--- src/rtl/hazard_pkg.sv ---
// -----------------------------------------------------------------------------
// hazard_pkg
// Shared types for the hazard controller:
//   hazard_type_e  - pool kind (LAVA / WATER / GOO / NONE)
//   player_state_e - per-player life-cycle state
//   pool_t         - one entry of the pool table {x, y, ptype}
//   is_lethal()    - whether a pool kind kills a given player
// -----------------------------------------------------------------------------
package hazard_pkg;

    typedef enum logic [1:0] {
        HZ_LAVA  = 2'd0,    // kills player 2 only
        HZ_WATER = 2'd1,    // kills player 1 only
        HZ_GOO   = 2'd2,    // kills both players
        HZ_NONE  = 2'd3     // inert slot
    } hazard_type_e;

    typedef enum logic [1:0] {
        ST_ALIVE = 2'd0,
        ST_DYING = 2'd1,
        ST_DEAD  = 2'd2,
        ST_GRACE = 2'd3
    } player_state_e;

    typedef struct packed {
        logic signed [15:0] x;
        logic signed [15:0] y;
        hazard_type_e       ptype;
    } pool_t;

    localparam pool_t POOL_RESET = '{x: 16'sd0, y: 16'sd0, ptype: HZ_NONE};

    // for_p2 = 0 asks about player 1, 1 asks about player 2.
    function automatic logic is_lethal(input hazard_type_e t, input logic for_p2);
        case (t)
            HZ_LAVA:  is_lethal = for_p2;
            HZ_WATER: is_lethal = !for_p2;
            HZ_GOO:   is_lethal = 1'b1;
            default:  is_lethal = 1'b0;
        endcase
    endfunction

endpackage

--- src/rtl/hazard_controller_player_fsm.sv ---
// -----------------------------------------------------------------------------
// hazard_player_fsm
// Life-cycle of one player: ALIVE -> DYING -> DEAD, restarted through GRACE
// by level_clear. Counts frame ticks while dying and while in grace, and
// latches the index of the pool that caused the death.
// Ports:
//   clk, rst_n          - clock, asynchronous active-low reset
//   frame_tick          - one-cycle pulse per video frame
//   level_clear         - synchronous restart, wins over hit
//   hit, hit_idx        - registered lethal overlap and the pool it came from
//   dying, dead         - registered state decodes
//   death_pulse         - one-cycle pulse on the ALIVE -> DYING transition
//   cause               - pool index that killed the player (0 after clear)
// -----------------------------------------------------------------------------
module hazard_player_fsm
    import hazard_pkg::*;
#(
    parameter int DEATH_FRAMES = 30,
    parameter int GRACE_FRAMES = 60,
    parameter int IDX_W        = 2
) (
    input  logic             clk,
    input  logic             rst_n,
    input  logic             frame_tick,
    input  logic             level_clear,
    input  logic             hit,
    input  logic [IDX_W-1:0] hit_idx,
    output logic             dying,
    output logic             dead,
    output logic             death_pulse,
    output logic [IDX_W-1:0] cause
);

    localparam int MAX_FRAMES = (DEATH_FRAMES > GRACE_FRAMES) ? DEATH_FRAMES : GRACE_FRAMES;
    localparam int CNT_W      = $clog2(MAX_FRAMES + 1);
    // Count value seen on the tick that completes the interval.
    localparam logic [CNT_W-1:0] DEATH_LAST = CNT_W'(DEATH_FRAMES - 1);
    localparam logic [CNT_W-1:0] GRACE_LAST = CNT_W'(GRACE_FRAMES - 1);

    player_state_e    state_q, state_d;
    logic [CNT_W-1:0] cnt_q, cnt_d;
    logic [IDX_W-1:0] cause_q, cause_d;
    logic             pulse_q, pulse_d;
    logic             dying_q, dying_d;
    logic             dead_q, dead_d;

    always_comb begin
        state_d = state_q;
        cnt_d   = cnt_q;
        cause_d = cause_q;
        pulse_d = 1'b0;

        if (level_clear) begin
            state_d = ST_GRACE;
            cnt_d   = '0;
            cause_d = '0;
        end else begin
            case (state_q)
                ST_ALIVE: begin
                    if (hit) begin
                        state_d = ST_DYING;
                        cnt_d   = '0;
                        cause_d = hit_idx;
                        pulse_d = 1'b1;
                    end
                end
                ST_DYING: begin
                    if (frame_tick) begin
                        if (cnt_q == DEATH_LAST) begin
                            state_d = ST_DEAD;
                            cnt_d   = '0;
                        end else begin
                            cnt_d = cnt_q + CNT_W'(1);
                        end
                    end
                end
                ST_DEAD: begin
                    state_d = ST_DEAD;
                end
                ST_GRACE: begin
                    if (GRACE_FRAMES == 0) begin
                        state_d = ST_ALIVE;
                    end else if (frame_tick) begin
                        if (cnt_q == GRACE_LAST) begin
                            state_d = ST_ALIVE;
                            cnt_d   = '0;
                        end else begin
                            cnt_d = cnt_q + CNT_W'(1);
                        end
                    end
                end
                default: begin
                    state_d = ST_ALIVE;
                    cnt_d   = '0;
                end
            endcase
        end

        // Decode from the next state so the flags line up with state_q.
        dying_d = (state_d == ST_DYING);
        dead_d  = (state_d == ST_DEAD);
    end

    always_ff @(posedge clk or negedge rst_n) begin
        if (!rst_n) begin
            state_q <= ST_ALIVE;
            cnt_q   <= '0;
            cause_q <= '0;
            pulse_q <= 1'b0;
            dying_q <= 1'b0;
            dead_q  <= 1'b0;
        end else begin
            state_q <= state_d;
            cnt_q   <= cnt_d;
            cause_q <= cause_d;
            pulse_q <= pulse_d;
            dying_q <= dying_d;
            dead_q  <= dead_d;
        end
    end

    assign dying       = dying_q;
    assign dead        = dead_q;
    assign death_pulse = pulse_q;
    assign cause       = cause_q;

endmodule

--- src/rtl/hazard_controller.sv ---
// -----------------------------------------------------------------------------
// hazard_controller
// Holds a small table of hazard pools, scans one pool per cycle against both
// player bounding boxes, registers the lethal overlap and feeds it to one
// life-cycle FSM per player.
// Ports:
//   Clk, Reset_n                  - clock, asynchronous active-low reset
//   frame_tick                    - one-cycle pulse per video frame
//   level_clear                   - synchronous level restart
//   cfg_we/idx/x/y/type           - pool table write port
//   p{1,2}_{top,bottom,left,right}- signed player bounding boxes
//   p{1,2}_dead, p{1,2}_dying     - registered player state flags
//   p{1,2}_death_pulse            - one-cycle death event
//   p{1,2}_cause                  - index of the pool that killed the player
// -----------------------------------------------------------------------------
module hazard_controller
    import hazard_pkg::*;
#(
    parameter int NUM_POOLS    = 4,
    parameter int POOL_W       = 76,
    parameter int POOL_H       = 5,
    parameter int DEATH_FRAMES = 30,
    parameter int GRACE_FRAMES = 60,
    localparam int IDX_W       = (NUM_POOLS > 1) ? $clog2(NUM_POOLS) : 1
) (
    input  logic               Clk,
    input  logic               Reset_n,
    input  logic               frame_tick,
    input  logic               level_clear,
    input  logic               cfg_we,
    input  logic [IDX_W-1:0]   cfg_idx,
    input  logic signed [15:0] cfg_x,
    input  logic signed [15:0] cfg_y,
    input  logic [1:0]         cfg_type,
    input  logic signed [15:0] p1_top,
    input  logic signed [15:0] p1_bottom,
    input  logic signed [15:0] p1_left,
    input  logic signed [15:0] p1_right,
    input  logic signed [15:0] p2_top,
    input  logic signed [15:0] p2_bottom,
    input  logic signed [15:0] p2_left,
    input  logic signed [15:0] p2_right,
    output logic               p1_dead,
    output logic               p2_dead,
    output logic               p1_dying,
    output logic               p2_dying,
    output logic               p1_death_pulse,
    output logic               p2_death_pulse,
    output logic [IDX_W-1:0]   p1_cause,
    output logic [IDX_W-1:0]   p2_cause
);

    localparam logic signed [16:0] POOL_W_S = 17'(POOL_W);
    localparam logic signed [16:0] POOL_H_S = 17'(POOL_H);
    localparam logic [IDX_W-1:0]   LAST_IDX = IDX_W'(NUM_POOLS - 1);

    // Strict overlap, widened to 17 signed bits so x+POOL_W cannot wrap.
    function automatic logic box_overlap(
        input pool_t              p,
        input logic signed [15:0] top,
        input logic signed [15:0] bottom,
        input logic signed [15:0] left,
        input logic signed [15:0] right
    );
        logic signed [16:0] px, py, bt, bb, bl, br;
        px = {p.x[15], p.x};
        py = {p.y[15], p.y};
        bt = {top[15], top};
        bb = {bottom[15], bottom};
        bl = {left[15], left};
        br = {right[15], right};
        box_overlap = (br > px) && (bl < px + POOL_W_S) &&
                      (bb > py) && (bt < py + POOL_H_S);
    endfunction

    // Reset release is brought into the clock domain before scanning starts,
    // so a release near an edge cannot produce a partial first compare.
    logic [1:0] rst_sync_q, rst_sync_d;
    logic       scan_run;

    assign rst_sync_d = {rst_sync_q[0], 1'b1};
    assign scan_run   = rst_sync_q[1];

    always_ff @(posedge Clk or negedge Reset_n) begin
        if (!Reset_n) begin
            rst_sync_q <= '0;
        end else begin
            rst_sync_q <= rst_sync_d;
        end
    end

    // Pool table.
    pool_t pool_q [NUM_POOLS];
    pool_t pool_d [NUM_POOLS];

    always_comb begin
        for (int i = 0; i < NUM_POOLS; i++) begin
            pool_d[i] = pool_q[i];
            if (cfg_we && (cfg_idx == IDX_W'(i))) begin
                pool_d[i] = '{x: cfg_x, y: cfg_y, ptype: hazard_type_e'(cfg_type)};
            end
        end
    end

    always_ff @(posedge Clk or negedge Reset_n) begin
        if (!Reset_n) begin
            for (int i = 0; i < NUM_POOLS; i++) begin
                pool_q[i] <= POOL_RESET;
            end
        end else begin
            for (int i = 0; i < NUM_POOLS; i++) begin
                pool_q[i] <= pool_d[i];
            end
        end
    end

    // Scanner: one pool per cycle, compare result registered for the FSMs.
    logic [IDX_W-1:0] scan_idx_q, scan_idx_d;
    logic             hit_p1_q, hit_p1_d;
    logic             hit_p2_q, hit_p2_d;
    logic [IDX_W-1:0] hit_idx_q, hit_idx_d;
    pool_t            cur_pool;

    always_comb begin
        cur_pool   = pool_q[scan_idx_q];
        scan_idx_d = scan_idx_q;
        hit_p1_d   = 1'b0;
        hit_p2_d   = 1'b0;
        hit_idx_d  = scan_idx_q;

        if (!scan_run || level_clear) begin
            scan_idx_d = '0;
        end else begin
            hit_p1_d = is_lethal(cur_pool.ptype, 1'b0) &&
                       box_overlap(cur_pool, p1_top, p1_bottom, p1_left, p1_right);
            hit_p2_d = is_lethal(cur_pool.ptype, 1'b1) &&
                       box_overlap(cur_pool, p2_top, p2_bottom, p2_left, p2_right);
            scan_idx_d = (scan_idx_q == LAST_IDX) ? '0 : scan_idx_q + IDX_W'(1);
        end
    end

    always_ff @(posedge Clk or negedge Reset_n) begin
        if (!Reset_n) begin
            scan_idx_q <= '0;
            hit_p1_q   <= 1'b0;
            hit_p2_q   <= 1'b0;
            hit_idx_q  <= '0;
        end else begin
            scan_idx_q <= scan_idx_d;
            hit_p1_q   <= hit_p1_d;
            hit_p2_q   <= hit_p2_d;
            hit_idx_q  <= hit_idx_d;
        end
    end

    hazard_player_fsm #(
        .DEATH_FRAMES (DEATH_FRAMES),
        .GRACE_FRAMES (GRACE_FRAMES),
        .IDX_W        (IDX_W)
    ) u_p1_fsm (
        .clk         (Clk),
        .rst_n       (Reset_n),
        .frame_tick  (frame_tick),
        .level_clear (level_clear),
        .hit         (hit_p1_q),
        .hit_idx     (hit_idx_q),
        .dying       (p1_dying),
        .dead        (p1_dead),
        .death_pulse (p1_death_pulse),
        .cause       (p1_cause)
    );

    hazard_player_fsm #(
        .DEATH_FRAMES (DEATH_FRAMES),
        .GRACE_FRAMES (GRACE_FRAMES),
        .IDX_W        (IDX_W)
    ) u_p2_fsm (
        .clk         (Clk),
        .rst_n       (Reset_n),
        .frame_tick  (frame_tick),
        .level_clear (level_clear),
        .hit         (hit_p2_q),
        .hit_idx     (hit_idx_q),
        .dying       (p2_dying),
        .dead        (p2_dead),
        .death_pulse (p2_death_pulse),
        .cause       (p2_cause)
    );

endmodule

--- config.mk ---
export PLATFORM = sky130hd
export DESIGN_NAME = hazard_controller
export DESIGN_NICKNAME = d
export VERILOG_FILES = /design/src/rtl/hazard_pkg.sv /design/src/rtl/hazard_controller_player_fsm.sv /design/src/rtl/hazard_controller.sv
export SDC_FILE = /design/constraint.sdc
export NUM_CORES = 1
export LEC_CHECK = 0
export ABC_AREA = 1
export ABC_CLOCK_PERIOD_IN_PS = 3400
export CORE_ASPECT_RATIO = 1.75
export CORE_UTILIZATION = 30
export CTS_BUF_LIST = sky130_fd_sc_hd__clkbuf_8
export DETAILED_ROUTE_END_ITERATION = 16
export PLACE_DENSITY_LB_ADDON = 0.2
export SLEW_MARGIN = 15
export SYNTH_ARGS = -nofsm -noshare
export SYNTH_HDL_FRONTEND = slang
export SYNTH_SLANG_ARGS = --single-unit
--- constraint.sdc ---
create_clock -name Clk -period 3.4 [get_ports Clk]
set_clock_uncertainty 0.1 [all_clocks]
set_input_delay 0.51 -clock Clk [delete_from_list [all_inputs] [get_ports Clk]]
set_output_delay 0.51 -clock Clk [all_outputs]
set_load 0.03 [all_outputs]
==> flow_metrics.env <==
export IMPL_arrival_ns=3.86
export IMPL_pin_count=179
export IMPL_wl_met1_um=13400
export IMPL_timing_hold_ws_ns=0.244
export IMPL_dieArea_um2=38900
export IMPL_final_nets=2049
export IMPL_reg2reg_to="hit_p2_q$_DFF_PN0_"
export IMPL_die_h_um=260
export IMPL_area_growth_pct=36.1
export IMPL_combPwrFrac_pct=41.6
export IMPL_finalCritPeriodShare_pct=105
export IMPL_worstMarginPinSlew_ns=0.729
export IMPL_grt_start_max_net_pins=71
export IMPL_period_needed_ns=3.58
export IMPL_p_int_uw=4290
export IMPL_dp_hpwl_um=28400
export IMPL_avgSynthCellArea_um2=7.93
export IMPL_min_path_type="reg -> reg"
export IMPL_r2r_start="hit_idx_d[0]$_DFF_PN0_"
export IMPL_startpoint_type="flip-flop"
export IMPL_crit_path_end_kind="flip-flop"
export IMPL_vias=10700
export IMPL_reg_top3="pool_q: 136 flops, u_p1_fsm.cnt_q: 6 flops, u_p2_fsm.cnt_q: 6 flops"
export IMPL_tritoncts="yes"
export IMPL_r2r_slack_ns=-0.18
export IMPL_p_sw_uw=2620
export IMPL_total_power_uw=6920
export IMPL_yosysUniqueCellTypes=55
export IMPL_highest_layer="met4"
export IMPL_path_max_fanout=6
export IMPL_max_freq_ghz=0.279
export IMPL_largest_reg_flops=136
export IMPL_synthDominantCellAreaShare_pct=35.5
export IMPL_drcViolationCount=0
export IMPL_slew_headroom_pct=51.4
export IMPL_clock_sinks=170
export IMPL_min_from="rst_sync_q[0]$_DFF_PN0_"
export IMPL_num_rows=94
export IMPL_drt_iter0_markers=441
export IMPL_met2_length_um=19900
export IMPL_cp_required_ns=3.68
export IMPL_p_leak_uw=0.00746
export IMPL_crit_path_max_incr_delay_ns=0.46
export IMPL_grt_setup_unrepaired="true"
export IMPL_die_w_um=150
export IMPL_yosys_top_cells_area="dfrtp_1 (35%), ha_1 (15%), nand2_1 (12%), o21ai_0 (8.0%), inv_1 (5.5%)"
export IMPL_hold_depth=0
export IMPL_gp_congestion=0.882
export IMPL_ant_nets=0
export IMPL_synth_async_sr_flop_share_pct=100
export IMPL_power_density_nw_per_um2=445
export IMPL_overflow=0
export IMPL_synthTopCellsByCount="nand2_1 (356), o21ai_0 (182), inv_1 (168)"
export IMPL_met3_length_um=994
export IMPL_status="complete, but fails checks"
export IMPL_clkPwrFrac_pct=21.6
export IMPL_failed_checks="negative setup slack"
export IMPL_grt_usage_pct=18.8
export IMPL_vias_per_cell=4.78
export IMPL_drive_gt1_share_pct=16.8
export IMPL_post_synth_top_count_cell="nand2_1"
export IMPL_synth_edf_count=0
export IMPL_synth_seq_area_share_pct=37.3
export IMPL_cts_buffers=17
export IMPL_setup_viol=2
export IMPL_drv_slew=0
export IMPL_min_to="rst_sync_q[1]$_DFF_PN0_"
export IMPL_crit_start="hit_idx_d[0]$_DFF_PN0_"
export IMPL_fin_ws_ns=-0.181
export IMPL_yosysTopAreaCell="dfrtp_1"
export IMPL_clk_latency_ns=0.49
export IMPL_clockBufferDepth=2
export IMPL_io_buffers=178
export IMPL_fin_util_pct=41.5
export IMPL_r2r_cells=22
export IMPL_path_class="reg -> reg"
export IMPL_dr_pass1_iters=6
export IMPL_synth_seq_cells=170
export IMPL_max_cap_violations=0
export IMPL_crit_path_cell_trace="inv_4 -> buf_12 -> buf_12 -> nand2_1 -> a32oi_4 -> nand2_2 -> nor3_4 -> buf_6 -> nand2_4 -> buf_4 -> nor2_1 -> xor2_1 -> buf_4 -> ha_1 -> nand2_1 -> o21ai_1 -> a21oi_2 -> nand3_2 -> o211ai_1 -> nor2_1 -> nand2_1 -> nor2_1"
export IMPL_drt_total_wl_um=35700
export IMPL_regMostFlops="pool_q"
export IMPL_ir_drop_mv=0.226
export IMPL_ys_warnings_count=0
export IMPL_power_frac_seq_pct=36.9
export IMPL_cts_htree_levels=4
export IMPL_grt_pass1_vias=11000
export IMPL_crit_slowest_cell="dfrtp_2"
export IMPL_antenna_found_initial=2
export IMPL_path_clk_slew_ns=0.10
export IMPL_root_buffer="clkbuf_8"
export IMPL_grt_pass1_wl_um=56000
export IMPL_start_util_pct=30.5
export IMPL_synthFlopType="dfrtp_1"
export IMPL_syn_nets=1751
export IMPL_hold_viol_final=0
export IMPL_synth_cells=1441
export IMPL_syn_area_um2=11400
export IMPL_avgRoutedWirePerCell_um=16.0
export IMPL_swShare_pct=37.9
export IMPL_coreArea_um2=37500
[critical path, delay by kind of cell (launching register included)]
kind / cells / cell delay, ns
xor+xnor: 1 / 0.21
buf+inv: 6 / 0.74
fa+ha+maj: 1 / 0.21
flops: 1 / 0.46
simple gates: 10 / 0.93
compound gates: 4 / 0.81
[worst max-delay path by stage]
stage                         end
6_report       hit_p2_q$_DFF_PN0_
5_1_grt        hit_p1_q$_DFF_PN0_
4_1_cts        hit_p1_q$_DFF_PN0_
3_5_place_dp   hit_p2_q$_DFF_PN0_
3_3_place_gp   hit_p2_q$_DFF_PN0_
2_1_floorplan  hit_p1_q$_DFF_PN0_
[routing by layer]
| metal | global-route usage, % | vias to the layer above |
|---|---|---|
| li1 | - | 5408 |
| met5 | 0 | - |
| met3 | 2.26 | 63 |
| met2 | 36.9 | 212 |
| met1 | 19.2 | 4993 |
| met4 | 8.84 | 0 |
[final cells by class]
| type | instances | area, um^2 |
|---|---|---|
| Antenna cell | 2 | 5.00 |
| Timing Repair Buffer | 329 | 3060 |
| Tap cell | 480 | 601 |
| Multi-Input combinational cell | 1047 | 6560 |
| Clock inverter | 15 | 175 |
| Fill cell | 3841 | 22000 |
| Clock buffer | 17 | 234 |
| Inverter | 174 | 656 |
| Sequential cell | 170 | 4270 |
[placed cells by master, fill, tap and decap left out, types with 5 or more instances in the layout]
cell type / Yosys / final
a21oi_1: 86 / 79
a21oi_2: 3 / 8
buf_12: 1 / 8
buf_4: 3 / 136
buf_6: 9 / 5
clkbuf_8: 0 / 17
clkdlybuf4s50_1: 0 / 177
dfrtp_1: 162 / 161
dfstp_2: 8 / 8
ha_1: 141 / 136
ha_4: 0 / 5
inv_1: 168 / 161
inv_2: 5 / 12
nand2_1: 356 / 339
nand2_2: 4 / 18
nand3_1: 51 / 39
nand3_2: 2 / 11
nand4_1: 16 / 16
nor2_1: 79 / 71
nor2_2: 2 / 9
nor3_1: 23 / 21
o211ai_1: 5 / 5
o21a_1: 5 / 5
o21ai_0: 182 / 178
o21ai_2: 3 / 5
o22ai_1: 9 / 8
xor2_1: 22 / 20
[power groups by stage]
stage          logic (uW)  clock network, uW  registers, uW
2_1_floorplan        1570                  0           2560
3_3_place_gp         2670                  0           2580
3_5_place_dp         2720                  0           2580
6_report             2880               1490           2550
5_1_grt              3280               1620           2590
4_1_cts              2810               1550           2550
[per-stage QoR]
stage / cell area [um^2] / instances / setup slack (ns) / TNS, ns
after floorplan: 11400 / 1441 / 0.00289 / 0
after global placement: 14600 / 2184 / -0.270 / -0.364
after detailed placement: 14600 / 2184 / -0.247 / -0.407
after CTS: 15300 / 2227 / -0.224 / -0.387
after global routing: 15600 / 2234 / -0.453 / -0.883
final: 15600 / 2234 / -0.181 / -0.351
[repair_timing]
action,4_1_cts,5_1_grt
gates cloned,1,0
setup buffers,9,5
hold buffers,1,0
resized for setup,33,55
setup endpoints to repair,2,2
pin swaps,22,40
endpoints found under the hold margin,63,0
[logic make-up after synthesis]
| kind of cell | after synthesis | share of synthesized area (%) |
|---|---|---|
| buffers and inverters | 224 | 8.45 |
| AO/OA/AOI/OAI | 337 | 17.2 |
| other | 1 | 0.0328 |
| flip-flops | 170 | 37.3 |
| AND/OR/NAND/NOR | 544 | 19.8 |
| adder cells (fa/ha/maj) | 141 | 15.4 |
| XOR/XNOR | 24 | 1.84 |
(Power assumes the default switching activity.)
